### config.mk
export PLATFORM = sky130hd
export DESIGN_NAME = led_pattern_engine_flat
export DESIGN_NICKNAME = d
export VERILOG_FILES = /design/src/rtl/led_pattern_engine_if.sv /design/src/rtl/led_pattern_engine.sv /design/src/flat_wrapper.sv
export SDC_FILE = /design/constraint.sdc
export NUM_CORES = 1
export LEC_CHECK = 0
export CAP_MARGIN = 25
export CORE_MARGIN = 1
export CORE_UTILIZATION = 45
export CTS_CLUSTER_DIAMETER = 50
export DETAILED_ROUTE_END_ITERATION = 10
export GPL_TIMING_DRIVEN = 0
export PLACE_DENSITY = 0.74
export SYNTH_ARGS = -nofsm -noshare
export SYNTH_HDL_FRONTEND = slang
export SYNTH_SLANG_ARGS = --single-unit
### constraint.sdc
create_clock -name clk -period 3.5 [get_ports clk]
set_input_delay 0.7 -clock clk [delete_from_list [all_inputs] [get_ports clk]]
set_output_delay 0.7 -clock clk [all_outputs]
set_load 0.005 [all_outputs]
### src/rtl/led_pattern_engine_if.sv
// Host-side bundle for the LED pattern engine: control inputs and the
// registered LED bank with its step/wrap strobes.
interface led_pattern_engine_if #(
  parameter int WIDTH = 8,
  parameter int DIV_W = 16
);
  logic             ena;
  logic [2:0]       mode;
  logic [DIV_W-1:0] rate;
  logic             pause;
  logic             step_req;
  logic [WIDTH-1:0] leds;
  logic             step_strobe;
  logic             wrap;

  // Host side: drives the controls, watches the LEDs and strobes
  modport master (
    output ena, mode, rate, pause, step_req,
    input  leds, step_strobe, wrap
  );

  // Engine side
  modport slave (
    input  ena, mode, rate, pause, step_req,
    output leds, step_strobe, wrap
  );
endinterface

### src/rtl/led_pattern_engine.sv
// LED pattern engine: six animations (count, bounce, LFSR, alternate, fill,
// Gray) plus hold, stepped by a programmable prescaler or by single-step
// requests while paused. All outputs are registered.
module led_pattern_engine #(
  parameter int               WIDTH     = 8,
  parameter int               DIV_W     = 16,
  parameter logic [WIDTH-1:0] LFSR_TAPS = 8'hB8
) (
  input  logic                 clk,
  input  logic                 rst_n,
  led_pattern_engine_if.slave  bus
);

  typedef enum logic [2:0] {
    M_COUNT  = 3'b000,
    M_BOUNCE = 3'b001,
    M_LFSR   = 3'b010,
    M_ALT    = 3'b011,
    M_FILL   = 3'b100,
    M_GRAY   = 3'b101,
    M_HOLD0  = 3'b110,
    M_HOLD1  = 3'b111
  } mode_e;

  typedef enum logic { DIR_UP = 1'b0, DIR_DOWN = 1'b1 } dir_e;
  typedef enum logic { PH_FILL = 1'b0, PH_EMPTY = 1'b1 } ph_e;

  // 0101..01 with bit0 set, for any WIDTH
  function automatic logic [WIDTH-1:0] alt_seed();
    logic [WIDTH-1:0] p;
    for (int i = 0; i < WIDTH; i++) p[i] = ~i[0];
    return p;
  endfunction

  localparam logic [WIDTH-1:0] ONE      = WIDTH'(1);
  localparam logic [WIDTH-1:0] ALL_ONES = '1;
  localparam logic [WIDTH-1:0] ALT_SEED = alt_seed();

  mode_e            mode_q;
  dir_e             dir_q;
  ph_e              ph_q;
  logic [DIV_W-1:0] div_q;
  logic [WIDTH-1:0] bin_q;
  logic [WIDTH-1:0] leds_q;
  logic             strobe_q;
  logic             wrap_q;

  logic             mode_chg;
  logic             step;
  logic [DIV_W-1:0] nxt_div;
  logic [WIDTH-1:0] nxt_leds;
  logic [WIDTH-1:0] nxt_bin;
  logic [WIDTH-1:0] bin_inc;
  dir_e             nxt_dir;
  ph_e              nxt_ph;
  logic             nxt_wrap;
  logic             one_hot;

  assign bus.leds        = leds_q;
  assign bus.step_strobe = strobe_q;
  assign bus.wrap        = wrap_q;

  // Step decision, prescaler advance and next pattern for the current mode
  always_comb begin
    mode_chg = (bus.mode != mode_q);
    step     = bus.pause ? bus.step_req : (div_q == bus.rate);
    nxt_div  = div_q;
    if (!bus.pause) nxt_div = step ? '0 : div_q + DIV_W'(1);

    nxt_leds = leds_q;
    nxt_dir  = dir_q;
    nxt_ph   = ph_q;
    nxt_bin  = bin_q;
    nxt_wrap = 1'b0;
    bin_inc  = bin_q + WIDTH'(1);
    one_hot  = (leds_q != '0) && ((leds_q & (leds_q - WIDTH'(1))) == '0);

    case (mode_q)
      M_COUNT: begin
        nxt_leds = leds_q + WIDTH'(1);
        nxt_wrap = (nxt_leds == '0);
      end
      M_BOUNCE: begin
        if (!one_hot) begin
          // Corrupted bank: restart the sweep from the bottom
          nxt_leds = ONE;
          nxt_dir  = DIR_UP;
        end else if (dir_q == DIR_UP) begin
          if (leds_q[WIDTH-1]) begin
            nxt_leds = leds_q >> 1;
            nxt_dir  = DIR_DOWN;
          end else begin
            nxt_leds = leds_q << 1;
          end
        end else begin
          if (leds_q[0]) begin
            nxt_leds = leds_q << 1;
            nxt_dir  = DIR_UP;
          end else begin
            nxt_leds = leds_q >> 1;
            nxt_wrap = (nxt_leds == ONE);
          end
        end
      end
      M_LFSR: begin
        if (leds_q == '0) nxt_leds = ONE;
        else nxt_leds = (leds_q >> 1) ^ (leds_q[0] ? LFSR_TAPS : '0);
        nxt_wrap = (nxt_leds == ONE);
      end
      M_ALT: begin
        nxt_leds = ~leds_q;
        nxt_wrap = (nxt_leds == ALT_SEED);
      end
      M_FILL: begin
        if (ph_q == PH_FILL) begin
          nxt_leds = {leds_q[WIDTH-2:0], 1'b1};
          if (nxt_leds == ALL_ONES) nxt_ph = PH_EMPTY;
        end else begin
          nxt_leds = {leds_q[WIDTH-2:0], 1'b0};
          if (nxt_leds == '0) begin
            nxt_ph   = PH_FILL;
            nxt_wrap = 1'b1;
          end
        end
      end
      M_GRAY: begin
        nxt_bin  = bin_inc;
        nxt_leds = bin_inc ^ (bin_inc >> 1);
        nxt_wrap = (bin_inc == '0);
      end
      default: ;
    endcase
  end

  // Mode register, seeding on mode change, stepping and strobe generation
  always_ff @(posedge clk or negedge rst_n) begin
    if (!rst_n) begin
      mode_q   <= M_COUNT;
      div_q    <= '0;
      dir_q    <= DIR_UP;
      ph_q     <= PH_FILL;
      bin_q    <= '0;
      leds_q   <= '0;
      strobe_q <= 1'b0;
      wrap_q   <= 1'b0;
    end else if (!bus.ena) begin
      strobe_q <= 1'b0;
      wrap_q   <= 1'b0;
    end else if (mode_chg) begin
      mode_q   <= mode_e'(bus.mode);
      div_q    <= '0;
      strobe_q <= 1'b0;
      wrap_q   <= 1'b0;
      case (mode_e'(bus.mode))
        M_COUNT:  leds_q <= '0;
        M_BOUNCE: begin
          leds_q <= ONE;
          dir_q  <= DIR_UP;
        end
        M_LFSR:   leds_q <= ONE;
        M_ALT:    leds_q <= ALT_SEED;
        M_FILL:   begin
          leds_q <= '0;
          ph_q   <= PH_FILL;
        end
        M_GRAY:   begin
          leds_q <= '0;
          bin_q  <= '0;
        end
        default:  ;
      endcase
    end else begin
      div_q    <= nxt_div;
      strobe_q <= step;
      wrap_q   <= step & nxt_wrap;
      if (step) begin
        leds_q <= nxt_leds;
        dir_q  <= nxt_dir;
        ph_q   <= nxt_ph;
        bin_q  <= nxt_bin;
      end
    end
  end

endmodule
### src/flat_wrapper.sv
// flat-port wrapper written by rule: the top's interface ports become plain ports
module led_pattern_engine_flat 
#(
  parameter int               WIDTH     = 8,
  parameter int               DIV_W     = 16,
  parameter logic [WIDTH-1:0] LFSR_TAPS = 8'hB8
)
  (clk, rst_n, bus_ena, bus_mode, bus_rate, bus_pause, bus_step_req, bus_leds, bus_step_strobe, bus_wrap);
  led_pattern_engine_if #(.WIDTH(WIDTH), .DIV_W(DIV_W)) bus_i ();
  input  logic clk;
  input  logic rst_n;
  input wire logic [$bits(bus_i.ena)-1:0] bus_ena;
  input wire logic [$bits(bus_i.mode)-1:0] bus_mode;
  input wire logic [$bits(bus_i.rate)-1:0] bus_rate;
  input wire logic [$bits(bus_i.pause)-1:0] bus_pause;
  input wire logic [$bits(bus_i.step_req)-1:0] bus_step_req;
  output wire logic [$bits(bus_i.leds)-1:0] bus_leds;
  output wire logic [$bits(bus_i.step_strobe)-1:0] bus_step_strobe;
  output wire logic [$bits(bus_i.wrap)-1:0] bus_wrap;
  assign bus_i.ena = bus_ena;
  assign bus_i.mode = bus_mode;
  assign bus_i.rate = bus_rate;
  assign bus_i.pause = bus_pause;
  assign bus_i.step_req = bus_step_req;
  assign bus_leds = bus_i.leds;
  assign bus_step_strobe = bus_i.step_strobe;
  assign bus_wrap = bus_i.wrap;
  led_pattern_engine #(.WIDTH(WIDTH), .DIV_W(DIV_W), .LFSR_TAPS(LFSR_TAPS)) u_core (.clk(clk), .rst_n(rst_n), .bus(bus_i));
endmodule
==> qor.yml, run 1 <==
status: "completed"
grt_use_total_pct: 28.6
slew_viol_final: 0
cts.root.buffer_cell: "clkbuf_8"
power_frac_seq_pct: 37.1
fin_tns_setup_ps: 0
rsz0062_at_grt: "no"
clockBufferDepth: 2
layout-drive-gt1-share_pct: 6.89
cts_max_level: 2
final_common_cell: "nand2_1"
drtIter0Drc: 358
p_clk_share_pct: 24.8
clock-sinks: 39
io_pins: 34
hpwl_um: 8040
drcViolationCount: 0
rows: 31
async_flop_share_pct: 100
ys.flop_type: "dfrtp_1"
totalWireLength_um: 10700
pwr-share-comb_pct: 38.1
postRouteAntennaNets: 0
syn_area_um2: 3460
syn_inst: 438
postCtsHoldBufs: 0
grt_pass1_vias: 3346
critPathRequiredTime_ps: 3680
routabilityCongestion: 0.932
synth-edff-count: 0
gr-total-overflow: 0
syn_to_final_growth_pct: 16.1
fp.dieH_um: 89.7
hold_viol: 0
grt_max_degree: 34
ys_types: 62
crit_type: "reg -> reg"
syn_area_per_cell_um2: 7.90
first_pass_iters: 5
antenna_cells: 0
post-route-cell-area_um2: 4010
start_kind: "register"
post_cts_buffers: 0
hp-class: "in -> async"
worstPathMaxFanout: 10
slew_headroom_pct: 52.5
fill_cells: 674
sw_frac_of_total_pct: 39.1
finalCritPeriodShare_pct: 92.0
placed_cell_area_um2: 3920
p_int_w: 0.000839
ys_seq_area_share_pct: 28.2
viasPerCell: 6.25
maxCapViolations: 0
p_switching_w: 0.000538
cts_made_buffers: 5
clk_latency_ps: 310
num_vias: 3611
final_cell_mix: "46 x nand2_1, 44 x nor2_1, 39 x dfrtp_1, 31 x clkdlybuf4s50_1, 26 x xor2_1"
setup_slack_ps: 281
wire_per_inst_um: 18.5
p_leak_nw: 1.59
yosysWarningCount: 0
irDropWorstVdd_mv: 0.161
layout.nets: 512
clk_pin_slew_ps: 90
cts_tree: "built"
synth_seq_cells: 39
grt_first_pass_wirelength_um: 17300
setup_viol: 0
max_freq_mhz: 311
dieArea_um2: 8040
pre_cts_ws_ps: 338
cts_resized: 0
crit_path_end_kind: "register"
layout_min_cycle_time_ps: 3220
p_per_area_nw_per_um2: 343
fp.dieW_um: 89.7
start_util_pct: 47.2
antenna_found_initial: 0
coreArea_um2: 7330
cp.arrival_ps: 3400
syn_nets: 472
worst_pin_slew_ps: 707
portBuffers: 32
finClkSkew_ps: 10.6
per-stage QoR:
stage / hold slack (ps) / power (W) / util [%] / instances
finish: 215 / 0.00138 / 54.8 / 578
global route: 227 / 0.00145 / 54.8 / 578
floorplan: 404 / 0.000843 / - / 438
global placement: 497 / 0.00103 / 53.2 / 569
detailed placement: 521 / 0.00103 / 53.4 / 570
CTS: 222 / 0.00137 / 54.8 / 578
per-layer routing:
metal,GRT usage (%),up-vias,share of wire (%)
met5,0,-,0
met1,39.2,1682,45
met2,44.2,203,44
li1,-,1685,-
met3,4.30,41,7.2
met4,13.4,0,4.3
critical path, cell delays in order, from the launching register on:
cell      delay, ps
dfrtp_1         460
buf_2           230
buf_1           280
inv_1           250
ha_1            210
or4b_4          500
or3_4           400
o211ai_2        210
nor2_2          120
a221oi_2        310
o32ai_1         120
power by group through the flow:
stage / logic, W / registers [W] / clock network (W)
floorplan: 0.000332 / 0.000510 / 0
global placement: 0.000509 / 0.000517 / 0
detailed placement: 0.000511 / 0.000520 / 0
CTS: 0.000513 / 0.000511 / 0.000347
global route: 0.000568 / 0.000515 / 0.000365
finish: 0.000525 / 0.000511 / 0.000342
final cells by class:
type                            instances  area, um2  share of cell area (%)
Clock buffer                            6       82.6                    2.06
Inverter                               15       56.3                    1.40
Clock inverter                          2       13.8                   0.343
Sequential cell                        39        976                    24.3
Timing Repair Buffer                   33        335                    8.35
Tap cell                               99        124                    3.09
Buffer                                 26        110                    2.74
Multi-Input combinational cell        358       2320                    57.7
synth_stat cells (3+ instances only):
master	number	area, um2
and2_1	4	25.0
nand4_1	11	68.8
and3_1	6	37.5
nand2b_1	6	37.5
or4_1	4	30.0
mux2_2	3	33.8
buf_2	7	35.0
a2bb2oi_1	3	26.3
or3_1	3	18.8
o22ai_1	5	31.3
clkbuf_1	15	56.3
nor4_1	7	43.8
inv_1	15	56.3
a21o_1	4	30.0
o221ai_1	3	26.3
and4_1	3	26.3
o211ai_1	9	67.6
xnor2_1	10	87.6
a31oi_1	7	43.8
a211oi_1	4	30.0
a21oi_1	20	100
o31ai_1	5	37.5
o32ai_1	4	35.0
o21ai_0	24	120
ha_1	10	125
dfrtp_1	39	976
nand3_1	15	75.1
nand2_1	46	173
buf_1	3	11.3
nor3_1	20	100
o2111ai_1	3	26.3
mux2i_1	4	40.0
o21a_1	3	22.5
xor2_1	26	228
nor2b_1	8	50.1
a22o_1	3	26.3
nor2_1	44	165
final timing paths:
| path | start | end | slack [ps] | depth (start not counted) |
|---|---|---|---|---|
| min in group clk | u_core.bin_q[7] | u_core.bin_q[7] | 540 | 1 |
| max in group asynchronous | rst_n | u_core.bus.wrap | 2840 | 2 |
| worst min-delay path | rst_n | u_core.div_q[5] | 220 | 1 |
| worst max-delay path | u_core.bus.leds[0] | u_core.bus.leds[5] | 280 | 10 |
| worst max register to register | u_core.bus.leds[0] | u_core.bus.leds[5] | 280 | 10 |
| worst min register to register | u_core.bin_q[7] | u_core.bin_q[7] | 540 | 1 |
cell families (layout without fill, tap and decap cells):
logic type	Yosys count	after routing	share of synthesized area (%)
DFF	39	39	28.2
adders and majority gates	10	10	3.62
xor gates and xnor gates	37	37	9.77
AOI/OAI and AO/OA	116	116	23.7
muxes	8	8	2.46
and+or+nand+nor	187	187	27.4
buffers and inverters	41	82	4.81
registers in the layout, summed over array words and instances, names as in the netlist:
signal                  cells
u_core.ph_q                 1
u_core.bus.step_strobe      1
u_core.div_q               16
u_core.bus.wrap             1
u_core.mode_q               3
u_core.dir_q                1
u_core.bin_q                8
u_core.bus.leds             8
No activity file was read; power rests on OpenSTA's default activity.
==> inputs of run 2 (changes only) <==
--- a/config.mk
+++ b/config.mk
@@ -10,8 +10,8 @@
 export CORE_UTILIZATION = 45
 export CTS_CLUSTER_DIAMETER = 50
 export DETAILED_ROUTE_END_ITERATION = 10
-export GPL_TIMING_DRIVEN = 0
-export PLACE_DENSITY = 0.74
+export PLACE_DENSITY = 0.65
+export SLEW_MARGIN = 20
 export SYNTH_ARGS = -nofsm -noshare
 export SYNTH_HDL_FRONTEND = slang
 export SYNTH_SLANG_ARGS = --single-unit
==> run 2 against run 1 <==
Effect of this change:
- first-iteration DRC count shrank 5.9%
- maximum frequency grew 15%
- clock power shrank 7.9%
- critical path depth shrank 3
- combinational power shrank 8.8%
- global-route usage shrank 2.6 points
- die area is the same
- via count shrank 2.9%
- sequential share of layout area grew 0.21 points
- utilization shrank 0.46 points
- critical endpoint is now u_core.bus.leds[0]
==> qor.yml, run 2 (synthesis gave the netlist of run 1 again) <==
hold_viol: 0
fp.dieH_um: 89.7
cts_resized: 0
finClkSkew_ps: 9.81
clockBufferDepth: 2
crit_family: "simple AND/OR/NAND/NOR gates"
syn_to_final_growth_pct: 15.1
placed_cell_area_um2: 3870
layout-drive-gt1-share_pct: 7.34
seqCellArea_um2: 976
grt_pass1_vias: 3078
drtIter0Drc: 337
hp-class: "in -> async"
worstPathMaxFanout: 8
antenna_cells: 0
status: "completed"
final_cell_mix: "46 x nand2_1, 44 x nor2_1, 39 x dfrtp_1, 32 x clkdlybuf4s50_1, 26 x xor2_1"
dieArea_um2: 8040
grt_use_total_pct: 26.0
start_kind: "input port"
cts_made_buffers: 5
coreArea_um2: 7330
clk_latency_ps: 290
clk_pin_slew_ps: 80
setup_viol: 0
p_per_area_nw_per_um2: 334
fin_tns_setup_ps: 0
start_util_pct: 47.2
cts_max_level: 2
routabilityCongestion: 0.891
rsz0062_at_grt: "no"
rows: 31
layout_min_cycle_time_ps: 2800
critPathRequiredTime_ps: 3670
crit_type: "in -> reg"
io_pins: 34
crit_buf_inv: 1
critPathMaxStageDelay_ps: 420
multi_input_area_um2: 2320
fill_cells: 685
cp.arrival_ps: 2970
worst_pin_slew_ps: 785
finalCritPeriodShare_pct: 79.9
portBuffers: 33
max_freq_mhz: 358
postCtsHoldBufs: 0
largest_register: "u_core.div_q"
layout.nets: 497
postRouteAntennaNets: 0
grt_first_pass_wirelength_um: 15900
slew_headroom_pct: 47.7
clock-sinks: 39
p_leak_nw: 1.59
cts.root.buffer_cell: "clkbuf_8"
first_pass_iters: 5
post_cts_buffers: 0
wire_per_inst_um: 17.5
post-route-cell-area_um2: 3980
maxCapViolations: 0
crit_chain: "clkdlybuf4s50_1 > xor2_1 > nor4_1 > nand3_1 > o211ai_2 > and2_1 > mux2_2"
grt_max_degree: 40
crit_path_end_kind: "register"
num_vias: 3508
slew_viol_final: 0
fp.dieW_um: 89.7
largest_reg_flops: 16
irDropWorstVdd_mv: 0.140
worst_path_max_delay_cell: "clkdlybuf4s50_1"
totalWireLength_um: 9850
antenna_found_initial: 0
viasPerCell: 6.24
cts_tree: "built"
gr-total-overflow: 0
hpwl_um: 7290
final_common_cell: "nand2_1"
drcViolationCount: 0
run 2: stage by stage:
step / hold slack (ps) / setup slack [ps] / power [W] / util [%] / cells
finish: 312 / 703 / 0.00133 / 54.3 / 562
global route: 337 / 519 / 0.00140 / 54.3 / 562
CTS: 529 / 723 / 0.00133 / 54.0 / 561
detailed placement: 508 / 421 / 0.00101 / 52.8 / 554
global placement: 500 / 461 / 0.00101 / 52.8 / 554
floorplan: 404 / 879 / 0.000843 / - / 438
run 2: worst reg2reg max path, cell delays in order, from the launching register on:
cell and delay (ps):
dfrtp_1 370, inv_1 220, ha_1 220, or4b_4 500
or3_4 390, o211ai_2 190, nor2_2 130, a221oi_2 290
o32ai_1 130
run 2: layer usage:
metal  wire, um  vias up  GRT usage (%)
li1           -     1667              -
met1       4620     1659           37.4
met2       4340      158           41.0
met3        677       24           3.11
met4        214        0           7.36
met5          0        -              0
run 2: path summary, 6_finish.rpt:
check                                   startpoint                 end  slack, ps  cells past startpoint
worst max-delay path                   bus_rate[5]  u_core.bus.leds[0]        700                      7
worst min-delay path                         rst_n  u_core.bus.leds[7]        310                      1
worst max register to register  u_core.bus.leds[1]  u_core.bus.leds[5]        930                      8
worst min register to register     u_core.bin_q[7]     u_core.bin_q[7]        520                      1
max in group asynchronous                    rst_n     u_core.div_q[9]       2720                      2
min in group clk                   u_core.bin_q[7]     u_core.bin_q[7]        520                      1
run 2: area by class of cell:
type / count / share of cell area, %
clock buffer: 6 / 2.07
clock inverter: 1 / 0.126
inverter: 15 / 1.41
multi-input combinational: 358 / 58.2
sequential: 39 / 24.5
tap: 99 / 3.11
timing repair buffer: 44 / 10.6
run 2: report_power, final:
part | leakage [nW] | switching, W | total [W] | internal [W]
logic | 1.01 | 0.000274 | 0.000479 | 0.000205
clock network | 0.0470 | 0.000160 | 0.000315 | 0.000155
registers | 0.528 | 0.0000619 | 0.000534 | 0.000472
total | 1.59 | 0.000496 | 0.00133 | 0.000832
